--- src/rtl/rtc_edicion_pkg.sv ---
// Shared definitions for the RTC field editor: FSM states, field indices
// and the fixed wrap limits of the editable fields.
package rtc_edicion_pkg;

  typedef enum logic [2:0] {
    REPOSO   = 3'd0,
    EDICION  = 3'd1,
    CALCULO  = 3'd2,
    AJUSTE   = 3'd3,
    CONFIRMA = 3'd4
  } estado_t;

  localparam logic [2:0] CAMPO_SEG  = 3'd0;
  localparam logic [2:0] CAMPO_MIN  = 3'd1;
  localparam logic [2:0] CAMPO_HORA = 3'd2;
  localparam logic [2:0] CAMPO_DIA  = 3'd3;
  localparam logic [2:0] CAMPO_MES  = 3'd4;
  localparam logic [2:0] CAMPO_ANIO = 3'd5;

  localparam int LIM_SEG  = 59;
  localparam int LIM_MIN  = 59;
  localparam int LIM_HORA = 23;
  localparam int LIM_ANIO = 99;
  localparam int LIM_MES  = 12;

endpackage

--- src/rtl/editor_campos_rtc_dias_del_mes.sv ---
// Day count of a month. February gets 29 days in years whose two low bits
// are zero only when EDITOR_BISIESTO_EN is defined; otherwise it has 28.
module dias_del_mes #(
  parameter int ANCHO = 7
) (
  input  logic [ANCHO-1:0] mes,
  input  logic [ANCHO-1:0] anio,
  output logic [ANCHO-1:0] dias
);

`ifdef EDITOR_BISIESTO_EN
  localparam bit BISIESTO = 1'b1;
`else
  localparam bit BISIESTO = 1'b0;
`endif

  logic anio_mult4;
  assign anio_mult4 = ((anio & ANCHO'(3)) == '0);

  // Month-to-length lookup
  always_comb begin
    dias = ANCHO'(31);
    case (mes)
      ANCHO'(2):  dias = (BISIESTO && anio_mult4) ? ANCHO'(29) : ANCHO'(28);
      ANCHO'(4),
      ANCHO'(6),
      ANCHO'(9),
      ANCHO'(11): dias = ANCHO'(30);
      default:    dias = ANCHO'(31);
    endcase
  end

endmodule

--- src/rtl/editor_campos_rtc.sv ---
// RTC date/time field editor: field selection, wrap-unit operand mux,
// day-of-month clamp after month/year edits and the commit strobe.
// Leap-year February is enabled by defining EDITOR_BISIESTO_EN.
module editor_campos_rtc
  import rtc_edicion_pkg::*;
#(
  parameter int ANCHO = 7
) (
  input  logic             clk,
  input  logic             rst_n,
  input  logic             en_edicion,
  input  logic             btn_arriba,
  input  logic             btn_abajo,
  input  logic             btn_izq,
  input  logic             btn_der,
  input  logic             cargar,
  input  logic [ANCHO-1:0] ini_seg,
  input  logic [ANCHO-1:0] ini_min,
  input  logic [ANCHO-1:0] ini_hora,
  input  logic [ANCHO-1:0] ini_dia,
  input  logic [ANCHO-1:0] ini_mes,
  input  logic [ANCHO-1:0] ini_anio,
  input  logic [ANCHO-1:0] dato_sal,
  output logic [ANCHO-1:0] dato_ent,
  output logic [ANCHO-1:0] max,
  output logic             s_r,
  output logic [ANCHO-1:0] seg,
  output logic [ANCHO-1:0] min,
  output logic [ANCHO-1:0] hora,
  output logic [ANCHO-1:0] dia,
  output logic [ANCHO-1:0] mes,
  output logic [ANCHO-1:0] anio,
  output logic [2:0]       campo_sel,
  output logic             escribir,
  output logic             ocupado
);

  localparam logic [ANCHO-1:0] UNO = ANCHO'(1);

  estado_t          estado;
  logic [ANCHO-1:0] dias_mes;
  logic [ANCHO-1:0] valor_sel;
  logic [ANCHO-1:0] limite;
  logic             base1;
  logic [ANCHO-1:0] resultado;

  dias_del_mes #(.ANCHO(ANCHO)) u_dias (
    .mes  (mes),
    .anio (anio),
    .dias (dias_mes)
  );

  // Select the active field and its inclusive upper limit
  always_comb begin
    valor_sel = seg;
    limite    = ANCHO'(LIM_SEG);
    base1     = 1'b0;
    case (campo_sel)
      CAMPO_MIN:  begin valor_sel = min;  limite = ANCHO'(LIM_MIN); end
      CAMPO_HORA: begin valor_sel = hora; limite = ANCHO'(LIM_HORA); end
      CAMPO_DIA:  begin valor_sel = dia;  limite = dias_mes; base1 = 1'b1; end
      CAMPO_MES:  begin valor_sel = mes;  limite = ANCHO'(LIM_MES); base1 = 1'b1; end
      CAMPO_ANIO: begin valor_sel = anio; limite = ANCHO'(LIM_ANIO); end
      default:    ;
    endcase
  end

  // The wrap unit counts from zero, so 1-based fields are shifted down on
  // the way out and back up on the way in.
  assign dato_ent  = base1 ? valor_sel - UNO : valor_sel;
  assign max       = base1 ? limite - UNO    : limite;
  assign resultado = base1 ? dato_sal + UNO  : dato_sal;
  assign ocupado   = (estado == CALCULO) || (estado == AJUSTE) || (estado == CONFIRMA);

  // Edit FSM with the field registers and registered control outputs
  always_ff @(posedge clk or negedge rst_n) begin
    if (!rst_n) begin
      estado    <= REPOSO;
      seg       <= '0;
      min       <= '0;
      hora      <= '0;
      dia       <= UNO;
      mes       <= UNO;
      anio      <= '0;
      campo_sel <= CAMPO_SEG;
      s_r       <= 1'b0;
      escribir  <= 1'b0;
    end else begin
      escribir <= 1'b0;
      case (estado)
        REPOSO: begin
          if (cargar) begin
            seg  <= ini_seg;
            min  <= ini_min;
            hora <= ini_hora;
            dia  <= ini_dia;
            mes  <= ini_mes;
            anio <= ini_anio;
          end
          if (en_edicion) begin
            estado    <= EDICION;
            campo_sel <= CAMPO_SEG;
          end
        end
        EDICION: begin
          if (!en_edicion) begin
            estado   <= CONFIRMA;
            escribir <= 1'b1;
          end else if (btn_arriba ^ btn_abajo) begin
            s_r    <= btn_arriba;
            estado <= CALCULO;
          end else if (btn_arriba & btn_abajo) begin
            // Contradictory request: take no action this cycle
          end else if (btn_der) begin
            campo_sel <= (campo_sel == CAMPO_ANIO) ? CAMPO_SEG : campo_sel + 3'd1;
          end else if (btn_izq) begin
            campo_sel <= (campo_sel == CAMPO_SEG) ? CAMPO_ANIO : campo_sel - 3'd1;
          end
        end
        CALCULO: begin
          case (campo_sel)
            CAMPO_SEG:  seg  <= resultado;
            CAMPO_MIN:  min  <= resultado;
            CAMPO_HORA: hora <= resultado;
            CAMPO_DIA:  dia  <= resultado;
            CAMPO_MES:  mes  <= resultado;
            CAMPO_ANIO: anio <= resultado;
            default:    ;
          endcase
          estado <= ((campo_sel == CAMPO_MES) || (campo_sel == CAMPO_ANIO)) ? AJUSTE : EDICION;
        end
        AJUSTE: begin
          if (dia > dias_mes) dia <= dias_mes;
          estado <= EDICION;
        end
        CONFIRMA: estado <= REPOSO;
        default:  estado <= REPOSO;
      endcase
    end
  end

endmodule
--- config.mk ---
export PLATFORM = sky130hd
export DESIGN_NAME = editor_campos_rtc
export DESIGN_NICKNAME = d
export VERILOG_FILES = /design/src/rtl/rtc_edicion_pkg.sv /design/src/rtl/editor_campos_rtc_dias_del_mes.sv /design/src/rtl/editor_campos_rtc.sv
export SDC_FILE = /design/constraint.sdc
export NUM_CORES = 1
export LEC_CHECK = 0
export ABC_AREA = 1
export BUFFER_PORTS_ARGS = -buffer_cell sky130_fd_sc_hd__buf_2
export CAP_MARGIN = 20
export CELL_PAD_IN_SITES_DETAIL_PLACEMENT = 0
export CELL_PAD_IN_SITES_GLOBAL_PLACEMENT = 1
export CORE_MARGIN = 4
export CORE_UTILIZATION = 37
export CTS_BUF_LIST = sky130_fd_sc_hd__clkbuf_4 sky130_fd_sc_hd__clkbuf_8
export CTS_CLUSTER_SIZE = 14
export DETAILED_ROUTE_END_ITERATION = 16
export PLACE_DENSITY = 0.84
export SYNTH_ARGS = -nofsm -noshare
export SYNTH_HDL_FRONTEND = slang
export SYNTH_HIERARCHICAL = 1
export SYNTH_SLANG_ARGS = --single-unit
--- constraint.sdc ---
create_clock -name clk -period 3.1 [get_ports clk]
set_input_delay 0.465 -clock clk [delete_from_list [all_inputs] [get_ports clk]]
set_output_delay 0.465 -clock clk [all_outputs]
set_load 0.1 [all_outputs]
Yosys cells after proc, flatten, opt, wreduce, memory -nomap -nowiden --
Cells that the tools add are included.
Word-level totals: bits in registers 50, output and inout bits 62, logic and storage cells 107, input port bits 57
Cells by class: $add $sub $neg 5, mux-type cells 42, magnitude comparators 1, reduce and logical (&&, ||, !) cells 19, eq/ne operators 28, bitwise gates (word level) 2
Operators by type and width (number):
- $mux W7 | 16
- $pmux W7 S2 | 5
- $pmux W7 S5 | 1
- $mux W3 | 11
- $pmux W7 S4 | 1
- $pmux W7 S3 | 1
- $reduce_and A3 Y1 | 6
- $eq A7 B3 Y1 const B | 2
- $eq A7 B4 Y1 const B | 2
- $ne A2 B1 Y1 const B | 7
- $sub A7 B1 Y7 const B | 2
- $eq A3 B2 Y1 const B | 4
- $pmux W3 S4 | 1
- $ne A2 B2 Y1 const B | 5
- $eq A3 B3 Y1 const B | 3
- $add A7 B1 Y7 const B | 1
- $eq A7 B2 Y1 const B | 1
- $gt A7 B7 Y1 | 1
- $eq A3 B1 Y1 const B | 2
- $logic_not A3 Y1 | 2
- $ne A3 B3 Y1 const B | 2
- $pmux W3 S2 | 1
- $reduce_and A6 Y1 | 1
- $pmux W2 S2 | 1
- other kinds (13) | 18

Logic depth before layout (Yosys ltp) --
Gate-level depths: netlist (run 1).
depth after elaboration 8, depth in mapped cells 18, gate-level depth less buffers 17

Hierarchy --
The synthesis (run 1) kept the hierarchy.
By module, submodules not included:
- editor_campos_rtc | area each 3607.2 um^2, instances 1, seq. area each 1253.7 um^2, cells an instance 514
- dias_del_mes | area each 122.6 um^2, instances 1, seq. area each 0.0 um^2, cells an instance 26

Worst setup path before layout (run 1) --
OpenSTA, ideal clock, no wires.
path kind reg2out, start point register campo_sel[0], end point output max[1], path buffers 2, required time 2635 ps, arrival time 4703 ps, path slack -2068 ps, stages on the path, launching flop included 13, path through dfrtp_1 -> buf_4 -> nand2_1 -> inv_1 -> ha_1 -> clkbuf_1 -> inv_1 -> o21ai_0 -> inv_1 -> nand2_1 -> inv_1 -> ha_1 -> o21ai_0
Between the ends: word-level cells in the longest chain between the ends 4, elaborated cells on any way between the ends 9, those cells by class add/sub: 1; eq/ne: 4; mux: 3; reduce/logical: 1
RTL lines:
- start: declaration | RTL line editor_campos_rtc.sv:33 | output logic [2:0] campo_sel,
- start signal: assignment | RTL line editor_campos_rtc.sv:115 | campo_sel <= (campo_sel == CAMPO_ANIO) ? CAMPO_SEG : campo_sel + 3'd1;
- start signal: assignment | RTL line editor_campos_rtc.sv:117 | campo_sel <= (campo_sel == CAMPO_SEG) ? CAMPO_ANIO : campo_sel - 3'd1;
- $eq A3 B3 Y1 / $eq A3 B2 Y1 (equally long branches) | RTL line editor_campos_rtc.sv:58 | case (campo_sel)
- $pmux W7 S4 / $reduce_or A2 Y1 (equally long branches)
- $sub A7 B1 Y7 / $mux W1 (equally long branches) | RTL line editor_campos_rtc.sv:71, editor_campos_rtc.sv:58
- $mux W7 * | RTL line editor_campos_rtc.sv:71 | assign max = base1 ? limite - UNO : limite;
- end: declaration | RTL line editor_campos_rtc.sv:25 | output logic [ANCHO-1:0] max,
Every way passes the cells marked *; elsewhere a longest branch is shown, timed or not.

Worst setup path in the final report (run 1) --
start point register campo_sel[1], end point output dato_ent[6]
Between the ends: word-level cells in the longest chain between the ends 4, elaborated cells on any way between the ends 10, those cells by class add/sub: 1; eq/ne: 5; mux: 3; reduce/logical: 1
RTL lines:
- $eq A3 B3 Y1 (tied with other cells) | RTL line editor_campos_rtc.sv:58
- $pmux W7 S5 / $reduce_or A2 Y1 (equally long branches)
- $sub A7 B1 Y7 / $mux W1 (equally long branches) | RTL line editor_campos_rtc.sv:70, editor_campos_rtc.sv:58
- $mux W7 * | RTL line editor_campos_rtc.sv:70 | assign dato_ent = base1 ? valor_sel - UNO : valor_sel;
- end: declaration | RTL line editor_campos_rtc.sv:24 | output logic [ANCHO-1:0] dato_ent,
Marks and branches as above.

==> flow_summary.json, run 1 <==
{
  "setup_viol": 0,
  "worst-setup-path-type": "reg2out",
  "r2r-start": "campo_sel[0]",
  "rr_endpoint": "dia[2]",
  "clock-sinks": 50,
  "reg2reg_depth": 10,
  "min_path_type": "in2async",
  "yosysUniqueCellTypes": 39,
  "status": "completed",
  "rsz0062_at_grt": "true",
  "critPathTopFamily": "simple AND/OR/NAND/NOR gates",
  "antenna_cells": 0,
  "setup_ws_ps": 151,
  "clkSlewWorstSetupHoldPaths_ps": 100,
  "grt-ovfl-total": 0,
  "synthArstFlopShare_pct": 100,
  "ys_ff_latch": 50,
  "crit_path_end_kind": "output pin",
  "slowest_stage": "dfrtp_4",
  "tightest_slew_ps": 719,
  "maxSlewHeadroom_pct": 52.1,
  "die_area_mm2": 0.0118,
  "drc": 0,
  "grt_pass1_wl_um": 19000,
  "synth-edff-count": 0,
  "die_w_um": 108,
  "ys_seq_area_share_pct": 33.6,
  "core_mm2": 0.00977,
  "synthesis.area_mm2": 0.00373,
  "path_buf_inv": 5,
  "avgSynthCellArea_um2": 6.91,
  "clk-insertion-delay-late_ps": 310,
  "seqCellArea_mm2": 0.00127,
  "max_freq_mhz": 339,
  "fin_crit_ps": 2950,
  "grt_max_degree": 38,
  "first_global_vias": 3699,
  "synth_common_cells": "nand2_1 (146), nor2_1 (75), inv_1 (51)",
  "skew_ps": 12.5,
  "multi_input_area_mm2": 0.00238,
  "yosys_warnings": 6,
  "cts_tree": "done",
  "worstPathArrival_ps": 2480,
  "drive_gt1_share_pct": 34.4,
  "slew_violations": 0,
  "h-tree-depth": 2,
  "gp_congestion": 0.913,
  "final.period_utilization_pct": 95.1,
  "port_buffers": 118,
  "routedWlPerCell_um": 15.6,
  "num_io_pins": 119,
  "num_rows": 36,
  "drt_iter0_markers": 208,
  "area_delta_synth_final_pct": 36.1,
  "slowest_delay_ps": 560,
  "cts_buffers": 5,
  "synth_top_area_share_pct": 32.2,
  "start_util_pct": 38.2,
  "drv_cap": 0,
  "layout.nets": 738,
  "ys.flop_type": "dfrtp_1",
  "yosysMostFrequentCell": "nand2_1",
  "hold_viol_final": 0,
  "n_fill_cell": 981,
  "worstSetupStartpointType": "flip-flop",
  "cts_root_buffer": "clkbuf_8",
  "antenna_found_initial": 0,
  "reg2reg_slack_ps": 850,
  "die_h_um": 108,
  "synth_top_area_cell": "dfrtp_1",
  "pre_cts_ws_ps": 230,
  "vias_per_cell": 4.99,
  "path_max_fanout": 7,
  "cts.path.max_buffers": 2,
  "dp_hpwl_um": 9660,
  "cp.required_ps": 2630,
  "ys_top_cells_by_area": "dfrtp_1 (32%), nand2_1 (15%), nor2_1 (7.5%), a31oi_1 (6.0%), inv_1 (5.1%)",
  "crit_chain": "nand2_4 -> inv_4 -> ha_4 -> nand2_1 -> inv_1 -> nor2_1 -> nand3_2 -> nand2_4 -> nand2_2 -> inv_2 -> ha_4 -> nand2_2 -> inv_2 -> nand2_4 -> nor2_2 -> nand2_1 -> nand2_2 -> buf_12",
  "grt_usage_pct": 20.8,
  "wl_um": 12500,
  "ant_nets": 0,
  "syn-instance-count": 540,
  "vias": 4004,
  "drt_first_pass_iters": 8
}
logic make-up after synthesis:
kind of cell / share of synthesized area (%)
AOI/OAI and AO/OA: 14.4
xor gates and xnor gates: 1.64
adders and majority gates: 4.36
buffers and inverters: 9.49
DFF: 33.6
other: 0.201
and+or+nand+nor: 36.3
worst register-to-register path, cell delays in order (launching register included):
cell	delay [ps]
dfrtp_4	550
buf_4	170
buf_4	130
o21ai_2	180
nand2_4	210
nand2_1	110
o21ai_0	80
nand2_1	290
o21ai_0	190
a21oi_1	140
o21ai_0	90
worst max-delay path by stage:
| stage | slack, ps | cells past startpoint | start | endpoint |
|---|---|---|---|---|
| floorplan | -90 | 14 | campo_sel[0] | max[6] |
| global placement | 290 | 14 | campo_sel[1] | max[6] |
| detailed placement | 230 | 14 | campo_sel[1] | max[6] |
| CTS | 20 | 18 | campo_sel[1] | dato_ent[6] |
| global route | -20 | 14 | campo_sel[1] | max[6] |
| finish | 150 | 18 | campo_sel[1] | dato_ent[6] |
cell type report:
cell class,instances,share of cell area [%]
Clock buffer,7,1.77
Clock inverter,1,0.0986
Inverter,59,4.76
Multi-Input combinational cell,413,46.8
Sequential cell,50,25.1
Tap cell,133,3.28
Timing Repair Buffer,139,18.2
cells in the final DEF, fill, tap and decap left out, drive strengths merged:
cell	synthesis	final
nor4	1	1
nand4	16	16
nor3	2	2
conb	2	5
buf	16	139
inv	59	59
o21bai	1	1
a21oi	17	17
nand3b	5	5
nor2	84	84
clkbuf	5	7
clkinv	0	1
nand3	34	34
or2	2	2
o21ai	33	33
o311ai	1	1
a31oi	36	36
nor3b	1	1
xor2	5	5
dfstp	2	2
nand2	154	154
xnor2	2	2
o22ai	1	1
dfrtp	48	48
ha	13	13
flip-flops by register name (all words and copies together) (netlist names), 3 cells and up:
signal / cells
anio: 7
dia: 7
hora: 7
mes: 7
min: 7
seg: 7
campo_sel: 3
estado: 3
through the flow:
stage / cells / utilization [%] / TNS (ps) / hold WS [ps] / instance area (µm²)
global placement: 778 / 48.4 / 0 / 494 / 4730
detailed placement: 778 / 48.4 / 0 / 502 / 4730
global route: 802 / 51.9 / -61.4 / 243 / 5080
CTS: 792 / 50.1 / 0 / 213 / 4900
floorplan: 543 / - / -93.4 / 169 / 3930
finish: 802 / 51.9 / 0 / 197 / 5080
timing repair:
| action | in CTS | in global routing |
|---|---|---|
| setup buffers | 6 | 10 |
| hold buffers | 0 | 0 |
| resized for setup | 7 | 31 |
| setup endpoints to repair | 4 | 9 |
| hold endpoints to repair | 0 | 0 |
| pin swaps | 2 | 14 |
routing by layer:
metal,vias up,routed length [µm],GRT usage (%)
met1,1862,5570,28.5
met3,11,701,3.22
li1,2016,-,-
met5,-,0,0
met2,115,6030,34.8
met4,0,170,4.33
Power of run 1 is left out: the tool's default activity adds up to more than one toggle a clock period on the data nets, which glitch-free logic cannot reach.
==> run 2, diff against run 1 <==
--- a/config.mk
+++ b/config.mk
@@ -5,7 +5,6 @@
 export SDC_FILE = /design/constraint.sdc
 export NUM_CORES = 1
 export LEC_CHECK = 0
-export ABC_AREA = 1
 export BUFFER_PORTS_ARGS = -buffer_cell sky130_fd_sc_hd__buf_2
 export CAP_MARGIN = 20
 export CELL_PAD_IN_SITES_DETAIL_PLACEMENT = 0
@@ -15,7 +14,7 @@
 export CTS_BUF_LIST = sky130_fd_sc_hd__clkbuf_4 sky130_fd_sc_hd__clkbuf_8
 export CTS_CLUSTER_SIZE = 14
 export DETAILED_ROUTE_END_ITERATION = 16
-export PLACE_DENSITY = 0.84
+export PLACE_DENSITY = 0.82
 export SYNTH_ARGS = -nofsm -noshare
 export SYNTH_HDL_FRONTEND = slang
 export SYNTH_HIERARCHICAL = 1
==> flow_summary.json, run 2 <==
{
  "r2r-start": "campo_sel[0]",
  "path_max_fanout": 27,
  "wl_met1_um": 5600,
  "highest-signal-layer": "met5",
  "h-tree-depth": 2,
  "die_h_um": 108,
  "routedWlPerCell_um": 17.8,
  "drt_first_pass_iters": 5,
  "reg2reg_depth": 8,
  "layout.nets": 682,
  "setup_ws_ps": -99.1,
  "fin_crit_ps": 3200,
  "holdPathEnd": "estado[2]",
  "layout_commonest_cell": "buf_2",
  "hold_start": "en_edicion",
  "dr_wl_met3_um": 898,
  "synth-edff-count": 0,
  "cts_buffers": 5,
  "worstPathArrival_ps": 2730,
  "status": "finished with violations",
  "final_util_pct": 56.6,
  "tightest_slew_ps": 631,
  "yosys_warnings": 6,
  "maxSlewHeadroom_pct": 57.9,
  "clkSlewWorstSetupHoldPaths_ps": 90,
  "syn-instance-count": 463,
  "antenna_found_initial": 1,
  "dp_hpwl_um": 10200,
  "synthesis.area_mm2": 0.00370,
  "yosysUniqueCellTypes": 59,
  "ys_ff_latch": 50,
  "fin_cells": 745,
  "gp_congestion": 0.906,
  "ys_top_cells_by_area": "dfrtp_1 (32%), nor2_1 (6.2%), a21oi_1 (5.8%), nand2_1 (4.9%), ha_1 (4.4%)",
  "grt-ovfl-total": 0,
  "clk-insertion-delay-late_ps": 300,
  "avgSynthCellArea_um2": 8.00,
  "ys.flop_type": "dfrtp_1",
  "fin_area_mm2": 0.00553,
  "cts_root_buffer": "clkbuf_8",
  "cts.path.max_buffers": 2,
  "placed_area_mm2": 0.00518,
  "grt_pass1_wl_um": 20600,
  "skew_ps": 3.74,
  "die_area_mm2": 0.0117,
  "pre_cts_ws_ps": 5.50,
  "worst-setup-path-type": "reg2out",
  "start_util_pct": 37.9,
  "hold_path_depth": 2,
  "vias_per_cell": 5.50,
  "wl_met2_um": 6450,
  "synth_top_area_share_pct": 32.4,
  "cp.required_ps": 2630,
  "core_mm2": 0.00977,
  "synth_top_area_cell": "dfrtp_1",
  "drive_gt1_share_pct": 41.7,
  "port_buffers": 118,
  "worstSetupStartpointType": "flip-flop",
  "startpoint": "campo_sel[0]",
  "violations": "setup timing",
  "drv_cap": 0,
  "first_global_vias": 3960,
  "area_delta_synth_final_pct": 49.4,
  "synthArstFlopShare_pct": 100,
  "hold_viol_final": 0,
  "drt_iter0_markers": 263,
  "layout_common_cells": "buf_2 (104), nor2_1 (58), buf_4 (54)",
  "ant_nets": 0,
  "num_io_pins": 119,
  "synth_common_cells": "nor2_1 (61), dfrtp_1 (48), nand2_1 (48)",
  "reg2reg_slack_ps": 410,
  "antenna_cells": 0,
  "max_freq_mhz": 313,
  "drc": 0,
  "min_path_type": "in2reg",
  "place_inst": 717,
  "slew_violations": 0,
  "num_rows": 36,
  "vias": 4100,
  "grt_usage_pct": 22.5,
  "cts_tree": "done",
  "die_w_um": 108,
  "final.period_utilization_pct": 103,
  "crit_path_end_kind": "output pin",
  "grt_max_degree": 43,
  "rsz0062_at_grt": "true",
  "clock-sinks": 50,
  "setup_viol": 5,
  "wl_um": 13200,
  "rr_endpoint": "dia[6]",
  "ys_seq_area_share_pct": 33.9,
  "yosysMostFrequentCell": "nor2_1"
}
-- run 2: cell count changes in the layout (fill, tap and decap cells not counted), sizes merged, moves of 11 or more --
cell and delta:
buf +37, nor2 -23, inv -45, a31oi -19
nand2 -106, nor3 +12, nand4 -13, mux2 +11
nand3 -28, a21oi +26
-- run 2: how the worst max path moves through the flow --
stage,to,slack (ps),cells after the start
after detailed placement,max[6],6,12
final,dato_ent[6],-100,10
after floorplan,max[6],-780,16
after global routing,max[6],-220,12
after CTS,dato_ent[6],-30,9
after global placement,dato_ent[4],110,10
-- run 2: layer usage --
metal / global-route usage (%) / vias to the layer above
li1: - / 1945
met1: 30.6 / 1945
met2: 37.7 / 179
met3: 3.28 / 29
met4: 5.68 / 2
met5: 0 / -
-- run 2: layout make-up --
class	instances	area, µm²
clock buffers	6	76.3
clock inverters	1	7.51
fillers	911	4240
inverters	14	52.6
multi-input cells	364	2690
flip-flops and latches	50	1260
well taps	133	166
repair buffers	177	1280
-- run 2: stage by stage --
step                      hold slack [ps]  TNS [ps]
final                                 388      -289
after global placement                494         0
after global routing                  408      -788
after CTS                             357     -87.1
after floorplan                       169     -7000
after detailed placement              495         0
-- run 2: cells by family (layout without fill, tap and decap cells) --
kind of cell	count (synthesis)	in the layout	share of synthesized area [%]
mux	16	16	4.70
other cells	2	5	0.203
fa+ha+maj	13	13	4.39
flops	50	50	33.9
xor+xnor	15	15	3.55
buf+inv	52	198	6.52
simple gates	169	169	22.2
compound gates	146	146	24.6
-- run 2: what timing repair did --
action,4_1_cts,5_1_grt
gates resized for setup,13,10
endpoints found under the setup margin,8,6
buffers inserted,13,6
hold buffers,0,1
pin swaps,11,18
hold endpoints to repair,0,3
-- run 2: worst max-delay path, cell delays in order (launching register included) --
cell,delay [ps]
dfrtp_4,490
buf_4,160
buf_12,160
and4b_2,250
a221oi_4,240
a31oi_4,130
or2_4,300
nor4_2,220
buf_4,170
xnor2_4,120
buf_12,190
Power of run 2 is left out for the same reason.
==> run 3, diff against run 2 <==
--- a/config.mk
+++ b/config.mk
@@ -10,11 +10,11 @@
 export CELL_PAD_IN_SITES_DETAIL_PLACEMENT = 0
 export CELL_PAD_IN_SITES_GLOBAL_PLACEMENT = 1
 export CORE_MARGIN = 4
-export CORE_UTILIZATION = 37
+export CORE_UTILIZATION = 32
 export CTS_BUF_LIST = sky130_fd_sc_hd__clkbuf_4 sky130_fd_sc_hd__clkbuf_8
-export CTS_CLUSTER_SIZE = 14
+export CTS_CLUSTER_SIZE = 8
 export DETAILED_ROUTE_END_ITERATION = 16
-export PLACE_DENSITY = 0.82
+export PLACE_DENSITY = 0.72
 export SYNTH_ARGS = -nofsm -noshare
 export SYNTH_HDL_FRONTEND = slang
 export SYNTH_HIERARCHICAL = 1
==> flow_summary.json, run 3 (synthesis results as in run 2) <==
{
  "routedWlPerCell_um": 17.7,
  "tightest_slew_ps": 803,
  "slowest_delay_ps": 450,
  "num_io_pins": 119,
  "cp.required_ps": 2630,
  "ant_nets": 0,
  "maxSlewHeadroom_pct": 46.5,
  "final_util_pct": 49.1,
  "area_delta_synth_final_pct": 50.8,
  "layout_common_cells": "buf_2 (104), nor2_1 (57), nand2_1 (46), buf_4 (46), dfrtp_1 (45)",
  "hold_viol_final": 0,
  "antenna_found_initial": 0,
  "slowest_stage": "dfrtp_4",
  "crit_path_end_kind": "output pin",
  "dp_hpwl_um": 10500,
  "layout.nets": 678,
  "grt_busiest_layer": "met2",
  "vias_per_cell": 5.30,
  "rsz0062_at_grt": "true",
  "crit_chain": "and2_4 -> ha_4 -> inv_2 -> a22oi_2 -> nand2_2 -> a21oi_2 -> ha_2 -> nand4_1 -> nor4b_4 -> nand2b_4 -> o311ai_4 -> buf_12",
  "clk-insertion-delay-late_ps": 310,
  "core_mm2": 0.0114,
  "min_path_type": "in2async",
  "grt_usage_pct": 19.3,
  "drv_cap": 0,
  "die_w_um": 116,
  "die_h_um": 116,
  "grt-ovfl-total": 0,
  "clock-sinks": 50,
  "worstSetupStartpointType": "flip-flop",
  "setup_viol": 6,
  "die_area_mm2": 0.0134,
  "drt_iter0_markers": 304,
  "start_util_pct": 32.6,
  "status": "finished with violations",
  "met3_usage_pct": 2.77,
  "num_rows": 39,
  "multi_input_area_mm2": 0.00270,
  "gp_congestion": 0.895,
  "worstPathArrival_ps": 2770,
  "first_global_vias": 3799,
  "n_fill_cell": 1121,
  "antenna_cells": 0,
  "seqCellArea_mm2": 0.00126,
  "drive_gt1_share_pct": 41.5,
  "layout_commonest_cell": "buf_2",
  "max_freq_mhz": 309,
  "grt_use_met1_pct": 27.6,
  "skew_ps": 3.51,
  "grt_max_degree": 35,
  "cts_tree": "done",
  "vias": 3988,
  "grt_use_met2_pct": 31.9,
  "worst-setup-path-type": "reg2out",
  "fin_crit_ps": 3240,
  "slew_violations": 0,
  "cts_buffers": 5,
  "path_max_fanout": 3,
  "violations": "setup timing",
  "port_buffers": 118,
  "drt_first_pass_iters": 5,
  "cts_root_buffer": "clkbuf_8",
  "cts.path.max_buffers": 2,
  "h-tree-depth": 2,
  "grt_pass1_wl_um": 20300,
  "clkSlewWorstSetupHoldPaths_ps": 100,
  "setup_ws_ps": -137,
  "wl_um": 13300,
  "drc": 0,
  "final.period_utilization_pct": 104
}
-- run 3: final timing paths --
kind                       cells after the start        to  slack, ps    startpoint
max                                           12    max[6]       -140  campo_sel[0]
min                                            1    seg[5]        230         rst_n
max reg2reg                                    7    dia[6]        460  campo_sel[0]
min reg2reg                                    2   anio[3]        530       anio[3]
max in group asynchronous                      2    mes[0]       2070         rst_n
min in group clk                               2  escribir        390    en_edicion
-- run 3: layer usage --
layer | up-vias | part of all wire, %
li1 | 1932 | -
met5 | - | 0
met4 | 0 | 0.78
met3 | 8 | 5.3
met1 | 1927 | 46
met2 | 121 | 48
-- run 3: final cells by class --
class	instances	area share [%]
multi-input cells	364	48.3
inverters	14	0.941
clock buffers	5	1.23
repair buffers	173	22.9
flip-flops and latches	50	22.6
well taps	143	3.21
clock inverters	3	0.785
-- run 3: critical path: cells and delay by family (launching register included) --
kind / cells / cell delay [ps]
buf+inv: 2 / 220
simple gates: 5 / 1000
flops: 1 / 450
compound gates: 3 / 450
fa+ha+maj: 2 / 350
-- run 3: what timing repair did --
action | 4_1_cts | 5_1_grt
gates cloned | 0 | 0
setup endpoints to repair | 7 | 8
buffers inserted | 8 | 7
gates resized for setup | 17 | 11
hold buffers | 0 | 0
pin swaps | 7 | 16
-- run 3: per-stage QoR --
step | instance area, µm² | hold WS, ps | instances | worst slack (ps) | TNS [ps]
3_5_place_dp | 5220 | 509 | 729 | 32.7 | 0
4_1_cts | 5490 | 267 | 745 | -74.0 | -236
5_1_grt | 5580 | 301 | 752 | -247 | -928
3_3_place_gp | 5220 | 499 | 729 | 122 | 0
2_1_floorplan | 4170 | 169 | 466 | -783 | -7000
6_report | 5580 | 233 | 752 | -137 | -359
Power of run 3 is left out for the same reason.
